--- src/rtl/pending_request_scheduler.sv ---
// Sticky pending-request capture with lowest-index-first grant over a valid/ready offer.
// Also counts request pulses that land on an already-pending, not-being-cleared bit.
module pending_request_scheduler #(
    parameter int WIDTH      = 5,
    parameter int ADDR_WIDTH = $clog2(WIDTH),
    parameter int CNT_WIDTH  = 8
) (
    input  logic                  clk,
    input  logic                  rst,
    input  logic [WIDTH-1:0]      req_in,
    input  logic [WIDTH-1:0]      mask_in,
    output logic                  out_valid,
    input  logic                  out_ready,
    output logic [ADDR_WIDTH-1:0] out_addr,
    output logic [WIDTH-1:0]      pending,
    output logic [CNT_WIDTH-1:0]  coalesce_cnt,
    output logic                  busy
);

    typedef enum logic {IDLE, OFFER} state_t;

    state_t                state_q, state_d;
    logic [WIDTH-1:0]      pending_q, pending_d;
    logic [ADDR_WIDTH-1:0] out_addr_q, out_addr_d;
    logic [CNT_WIDTH-1:0]  cnt_q, cnt_d;

    logic                  hs;
    logic [WIDTH-1:0]      clr;
    logic [WIDTH-1:0]      elig;
    logic [WIDTH-1:0]      coal;
    logic                  any_elig;
    logic [ADDR_WIDTH-1:0] sel_idx;
    logic [CNT_WIDTH:0]    inc;
    logic [CNT_WIDTH:0]    sum;

    assign hs   = (state_q == OFFER) && out_ready;
    assign elig = pending_q & ~mask_in;

    always_comb begin
        clr = '0;
        for (int i = 0; i < WIDTH; i++)
            clr[i] = hs && (out_addr_q == ADDR_WIDTH'(i));
    end

    // Re-arm wins over clear; coalescing excludes bits being cleared this edge.
    assign pending_d = (pending_q & ~clr) | req_in;
    assign coal      = req_in & pending_q & ~clr;

    always_comb begin
        any_elig = 1'b0;
        sel_idx  = '0;
        for (int i = WIDTH - 1; i >= 0; i--) begin
            if (elig[i]) begin
                any_elig = 1'b1;
                sel_idx  = ADDR_WIDTH'(i);
            end
        end
    end

    always_comb begin
        inc = '0;
        for (int i = 0; i < WIDTH; i++)
            inc = inc + (CNT_WIDTH+1)'(coal[i]);
        sum   = {1'b0, cnt_q} + inc;
        cnt_d = sum[CNT_WIDTH] ? {CNT_WIDTH{1'b1}} : sum[CNT_WIDTH-1:0];
    end

    always_comb begin
        state_d    = state_q;
        out_addr_d = out_addr_q;
        case (state_q)
            IDLE: begin
                if (any_elig) begin
                    state_d    = OFFER;
                    out_addr_d = sel_idx;
                end
            end
            OFFER: begin
                // Offer is frozen until taken; new requests or mask changes don't touch it.
                if (out_ready) state_d = IDLE;
            end
            default: state_d = IDLE;
        endcase
    end

    always_ff @(posedge clk or posedge rst) begin
        if (rst) begin
            state_q    <= IDLE;
            pending_q  <= '0;
            out_addr_q <= '0;
            cnt_q      <= '0;
        end else begin
            state_q    <= state_d;
            pending_q  <= pending_d;
            out_addr_q <= out_addr_d;
            cnt_q      <= cnt_d;
        end
    end

    assign out_valid    = (state_q == OFFER);
    assign out_addr     = out_addr_q;
    assign pending      = pending_q;
    assign coalesce_cnt = cnt_q;
    assign busy         = (|pending_q) || out_valid;

endmodule

--- config.mk ---
export PLATFORM = sky130hd
export DESIGN_NAME = pending_request_scheduler
export DESIGN_NICKNAME = d
export VERILOG_FILES = /design/src/rtl/pending_request_scheduler.sv
export SDC_FILE = /design/constraint.sdc
export NUM_CORES = 1
export LEC_CHECK = 0
export ABC_AREA = 1
export CORE_MARGIN = 1
export CORE_UTILIZATION = 47
export DETAILED_ROUTE_END_ITERATION = 8
export MAX_ROUTING_LAYER = met4
export PLACE_DENSITY = 0.8
export SLEW_MARGIN = 20
export SYNTH_ARGS = -nofsm -noshare
export SYNTH_HDL_FRONTEND = slang
export SYNTH_SLANG_ARGS = --single-unit
--- constraint.sdc ---
create_clock -name clk -period 9.3 [get_ports clk]
set_clock_uncertainty 0.2 [all_clocks]
set_input_delay 1.86 -clock clk [delete_from_list [all_inputs] [get_ports clk]]
set_output_delay 1.86 -clock clk [all_outputs]
set_load 0.01 [all_outputs]
### Word level (Yosys, flattened, before mapping)

Cells that the tools add are included.

| storage, ports and cells | value |
|---|---|
| flip-flop bits (word level) | 17 |
| input port bits | 13 |
| output and inout port bits | 18 |
| logic and storage cells | 45 |

| operators by class | value |
|---|---|
| add/subtract/negate cells | 5 |
| eq/ne operators | 4 |
| muxes and demuxes | 14 |
| bitwise logic cells | 8 |
| reduce and logical (&&, ||, !) cells | 10 |

Operator list:

| kind | count |
|---|---|
| $and 5x5->5 | 4 |
| $mux 3 | 5 |
| $not 5->5 | 2 |
| $add 8x5->9 | 1 |
| $mux 8 | 1 |
| $mux 1 | 7 |
| $eq 3x2->1 const B | 2 |
| $logic_and 1x1->1 | 6 |
| $add 4x1->5 | 1 |
| $or 5x5->5 | 1 |
| $reduce_or 5->1 | 1 |
| $add 3x1->4 | 1 |
| $add 2x1->3 | 1 |
| $eq 3x1->1 const B | 1 |
| $eq 3x3->1 const B | 1 |
| $logic_not 3->1 | 1 |
| $add 1x1->2 | 1 |
| $pmux 1 s2 | 1 |
| $reduce_and 2->1 | 1 |
| $logic_or 1x1->1 | 1 |
| $not 1->1 | 1 |

### Logic depth before layout (Yosys ltp)

| depth | value |
|---|---|
| depth after elaboration | 10 |
| depth in mapped cells | 15 |
| gate-level depth less buffers | 15 |

### Worst setup path before layout

No wires, ideal clock.

| path | value |
|---|---|
| path type | in2reg |
| start | in out_ready |
| end | reg cnt_q[5], in the netlist coalesce_cnt[5] |
| library setup time | 0.129 ns |
| arrival time | 4.250 ns |
| data required time | 8.971 ns |
| setup slack | 4.721 ns |
| stages on the path | 15 |
| path buffers | 0 |
| path through | nand2_1 -> nor2_1 -> nand2_1 -> nand2_1 -> nor2_1 -> fa_1 -> fa_1 -> ha_1 -> fa_1 -> nand2_1 -> nand2_1 -> inv_1 -> nor2_4 -> nand3_4 -> nand3_1 |

| between the ends | value |
|---|---|
| cells in the longest elaborated chain, start to end | 10 |
| elaborated cells between the ends (all ways) | 14 |
| classes of those cells | add/sub (5); mux (1); bitwise (2); reduce/logical (6) |

RTL lines:

| item | line | text |
|---|---|---|
| start: declaration | 13 | `input logic out_ready,` |
| $logic_and 1x1->1 (*) | 36 | `assign hs = (state_q == OFFER) && out_ready;` |
| $logic_and 1x1->1 | 42 | `clr[i] = hs && (out_addr_q == ADDR_WIDTH'(i));` |
| $not 5->5 (*) | 47 | `assign coal = req_in & pending_q & ~clr;` |
| $and 5x5->5 (*) | 47 |  |
| $add 1x1->2 | 63 | `inc = inc + (CNT_WIDTH+1)'(coal[i]);` |
| $add 2x1->3 | 63 |  |
| $add 3x1->4 | 63 |  |
| $add 4x1->5 (*) | 63 |  |
| $add 8x5->9 (*) | 64 | `sum = {1'b0, cnt_q} + inc;` |
| $mux 8 (*) | 65 | `cnt_d = sum[CNT_WIDTH] ? {CNT_WIDTH{1'b1}} : sum[CNT_WIDTH-1:0];` |
| net cnt_d[5] | 25 | `logic [CNT_WIDTH-1:0] cnt_q, cnt_d;` |
| end signal: assignment | 96 | `cnt_q <= cnt_d;` |
| end: declaration | 25 |  |

The timed path passes the listed nets; every way through them passes the cells marked *.
A chain may end at the register's enable or synchronous reset.

### Worst setup path after layout

| path | value |
|---|---|
| start | in out_ready |
| end | reg cnt_q[6], in the netlist coalesce_cnt[6] |

Same word-level chain as after synthesis.

==> results by group <==
Run status
  – Status: finished, final reports clean

Pwr
  – Clock Power Share: 0.086
  – Leakage: between 0.7 and 0.8 nW
  – Switching Share: 0.439
  – Sw power: around 0.2 mW
  – Power per Cell Area: 317 mW/mm²
  – Int Pwr: approximately 0.25 mW
  – Worst vdd ir: roughly 0.24 mV
  – Comb pwr share: 0.601
  – Seq pwr share: 0.314

Global routing
  – GRT Overall Usage: 0.217
  – Vias in the first global route: 942
  – First-pass GRT wire length: just under 4000 µm
  – Total congestion overflow: 0
  – Largest net degree at the start of global routing: 18
  – Initial antenna violation count: 0

Floorplan
  – I/O pin count: 31
  – Core Area: a little over 0.002 mm²
  – Row Count: 16
  – Die span in y: about 49 µm
  – Die width: approximately 50 µm
  – Initial Utilization: 0.515
  – Die Area: roughly 0.0024 mm²

Logic synthesis
  – Sequential-to-total area share from yosys stat: 0.408
  – Synth Instances: around 130
  – Post-Syn Nets: around 150
  – Post-Synthesis Cell Area: between 0.001 and 0.0015 mm²
  – Avg Inst Size Synth: roughly 7.9 µm²
  – Cell variety after synth: 23
  – Post-synthesis register bit count: 17
  – Number of synthesized flops with an enable pin: 0
  – Async SR Flop Fraction: 1.00
  – Synth Flop Type: dfrtp_1
  – Synthesis Warnings: 0

Critical path
  – Sequence of cells on the critical path: clkdlybuf4s50_1 > nand2_1 > nor2_1 > nand2_1 > nand2_1 > nor2_1 > fa_1 > fa_1 > ha_1 > fa_1 > nand2_1 > nand2_1 > inv_1 > nor2_4 > nand3_4 > nand3_1
  – Reg2Reg Launch Point: out_valid
  – Setup crit end kind: flip-flop
  – Critical Path AT: 4.99 ns
  – R2R Path End: coalesce_cnt[6]
  – Critical path class: input port to flip-flop
  – R2R depth: 15
  – Critical Path RT: just over 9 ns
  – Critical Path Source Type: input port
  – CP dominant cell by count: nand2_1
  – CP max stage delay: 0.52 ns
  – Max stage delay cell, worst path: clkdlybuf4s50_1
  – CP top delay family: adder cells
  – Flop-to-flop setup slack: roughly 6 ns
  – Worst-path fanout max: 8
  – Worst Path Buf+Inv: 2

Timing
  – Period utilization: 0.540
  – Endpoints failing hold: 0
  – Max_slew headroom: 0.572
  – Setup tns final: 0 ns
  – Final setup viols: 0
  – Crit path time final: approximately 5 ns
  – Slew Limit Fails: 0
  – F_max: approximately 200 MHz
  – Worst slew pin tran: approximately 0.64 ns
  – RSZ-0062 raised after global routing: false

Drt
  – Avg WL per Cell: roughly 11 µm
  – Antenna Nets Post-Route: 0
  – TritonRoute pass-1 iters: 5
  – Via-per-instance ratio: 5.01
  – Routed via count: a little under 1,000
  – Iter 0 DRT Violations: 30
  – DRC Markers: 0
  – Total Wirelength: about 2200 µm

Placement
  – Post-DP HPWL: 1770 µm
  – GP Congestion: 0.924
  – Buffers on Ports: 30
  – Placed cell count: 189

Clock tree
  – Clock latency on the worst-skew pair: between 0.2 and 0.3 ns
  – CTS Buf Count: 3
  – H-tree levels: 1
  – Postcts setup bufs: 0
  – Post-CTS Resized: 0
  – Clock Pin Slew Worst Setup and Hold Paths: 0.09 ns
  – TritonCTS clock tree: done
  – CTS hold repair buffers: 0
  – Root buf cell: clkbuf_4
  – Clk sinks: 17
  – CTS max path bufs: 2

Final layout
  – Area grow syn2layout: 34.6%
  – Layout cells sized above 1: 0.0663
  – Filler cells: 150
  – Fin nets: around 190
  – Ant diodes: 0
  – Finished Layout Cells: 193
  – Area of the multi-input gates: 514 µm²
  – Storage element area: 425 µm²

Worst hold path
  – Hold depth: 2
  – Worst Hold Launch: coalesce_cnt[4]
  – Min-Delay Path Class: flip-flop to flip-flop
  – Hold EP: coalesce_cnt[4]

Run
  – Maxcap violations: 0
==> metrics by stage <==
step | setup slack (ns) | instance area [µm²] | utilization | hold slack (ns) | power, mW
floorplan | 4.72 | 1040 | - | 0.361 | 0.305
global placement | 4.09 | 1380 | 0.681 | 0.323 | 0.399
detailed placement | 4.00 | 1380 | 0.681 | 0.335 | 0.407
CTS | 4.30 | 1400 | 0.694 | 0.360 | 0.450
global route | 4.05 | 1400 | 0.694 | 0.389 | 0.487
finish | 4.27 | 1400 | 0.694 | 0.356 | 0.445
==> cell families after synthesis <==
group	synth area share
buffers and inverters	0.0984
AO/OA/AOI/OAI	0.0540
flip-flops	0.408
adder cells (fa/ha/maj)	0.106
AND/OR/NAND/NOR	0.334
==> sequential cells by signal (all words and copies together), names as in the netlist <==
name,cells
out_valid,1
coalesce_cnt,8
out_addr,3
pending,5
==> worst max-delay path by stage <==
stage / slack, ns / cells after the start / endpoint / from
after floorplan: 4.72 / 15 / coalesce_cnt[5] / out_ready
after global placement: 4.09 / 16 / coalesce_cnt[5] / out_ready
after detailed placement: 4.00 / 16 / coalesce_cnt[6] / out_ready
after CTS: 4.30 / 16 / coalesce_cnt[6] / out_ready
after global routing: 4.05 / 16 / coalesce_cnt[5] / out_ready
final: 4.27 / 16 / coalesce_cnt[6] / out_ready
==> worst register-to-register path, cell delays in order (launching register included) <==
cell and delay [ns]:
dfrtp_1 0.44, nand2_1 0.07, nor2_1 0.20, nand2_1 0.10
nand2_1 0.09, nor2_1 0.05, fa_1 0.46, fa_1 0.49
ha_1 0.24, fa_1 0.39, nand2_1 0.10, nand2_1 0.07
inv_1 0.11, nor2_4 0.05, nand3_4 0.11, nand3_1 0.09
==> synthesized netlist by cell type (2+ instances only) <==
master | count | share of area
nand2_1 | 38 | 0.14
inv_1 | 26 | 0.094
dfrtp_1 | 17 | 0.41
nand3_1 | 11 | 0.053
nor2_1 | 11 | 0.040
ha_1 | 4 | 0.048
fa_1 | 3 | 0.058
nand3_2 | 3 | 0.029
o21ai_0 | 3 | 0.014
a21oi_1 | 2 | 0.0096
nand3b_1 | 2 | 0.014
==> placed cells by master (no fill, tap or decap), drive strengths merged <==
master         count
o21ai              4
dfrtp             17
nor4               1
o21a               1
nor3               1
clkbuf             4
nand3             15
a21oi              2
nor2              12
nand4              1
o21bai             1
a21o               1
nand2             39
fa                 3
inv               26
or2                1
clkinv             1
ha                 4
clkdlybuf4s50     30
nand3b             2
==> power by group through the flow <==
stage	sequential, mW	combinational [mW]	clock, mW
4_1_cts	0.140	0.269	0.0406
3_5_place_dp	0.141	0.266	0
5_1_grt	0.145	0.298	0.0439
6_report	0.140	0.267	0.0381
2_1_floorplan	0.149	0.155	0
3_3_place_gp	0.139	0.260	0
==> routing by layer <==
metal | share of wire | track usage
met5 | 0 | -
met4 | 0.022 | 0.0784
met3 | 0.053 | 0.0218
met2 | 0.51 | 0.395
met1 | 0.41 | 0.243
==> final cells by class <==
cell class,count,area share
tap,27,0.0241
timing repair buffer,30,0.214
sequential,17,0.303
multi-input combinational,88,0.367
inverter,27,0.0731
clock buffer,4,0.0187
(Power assumes the default switching activity.)
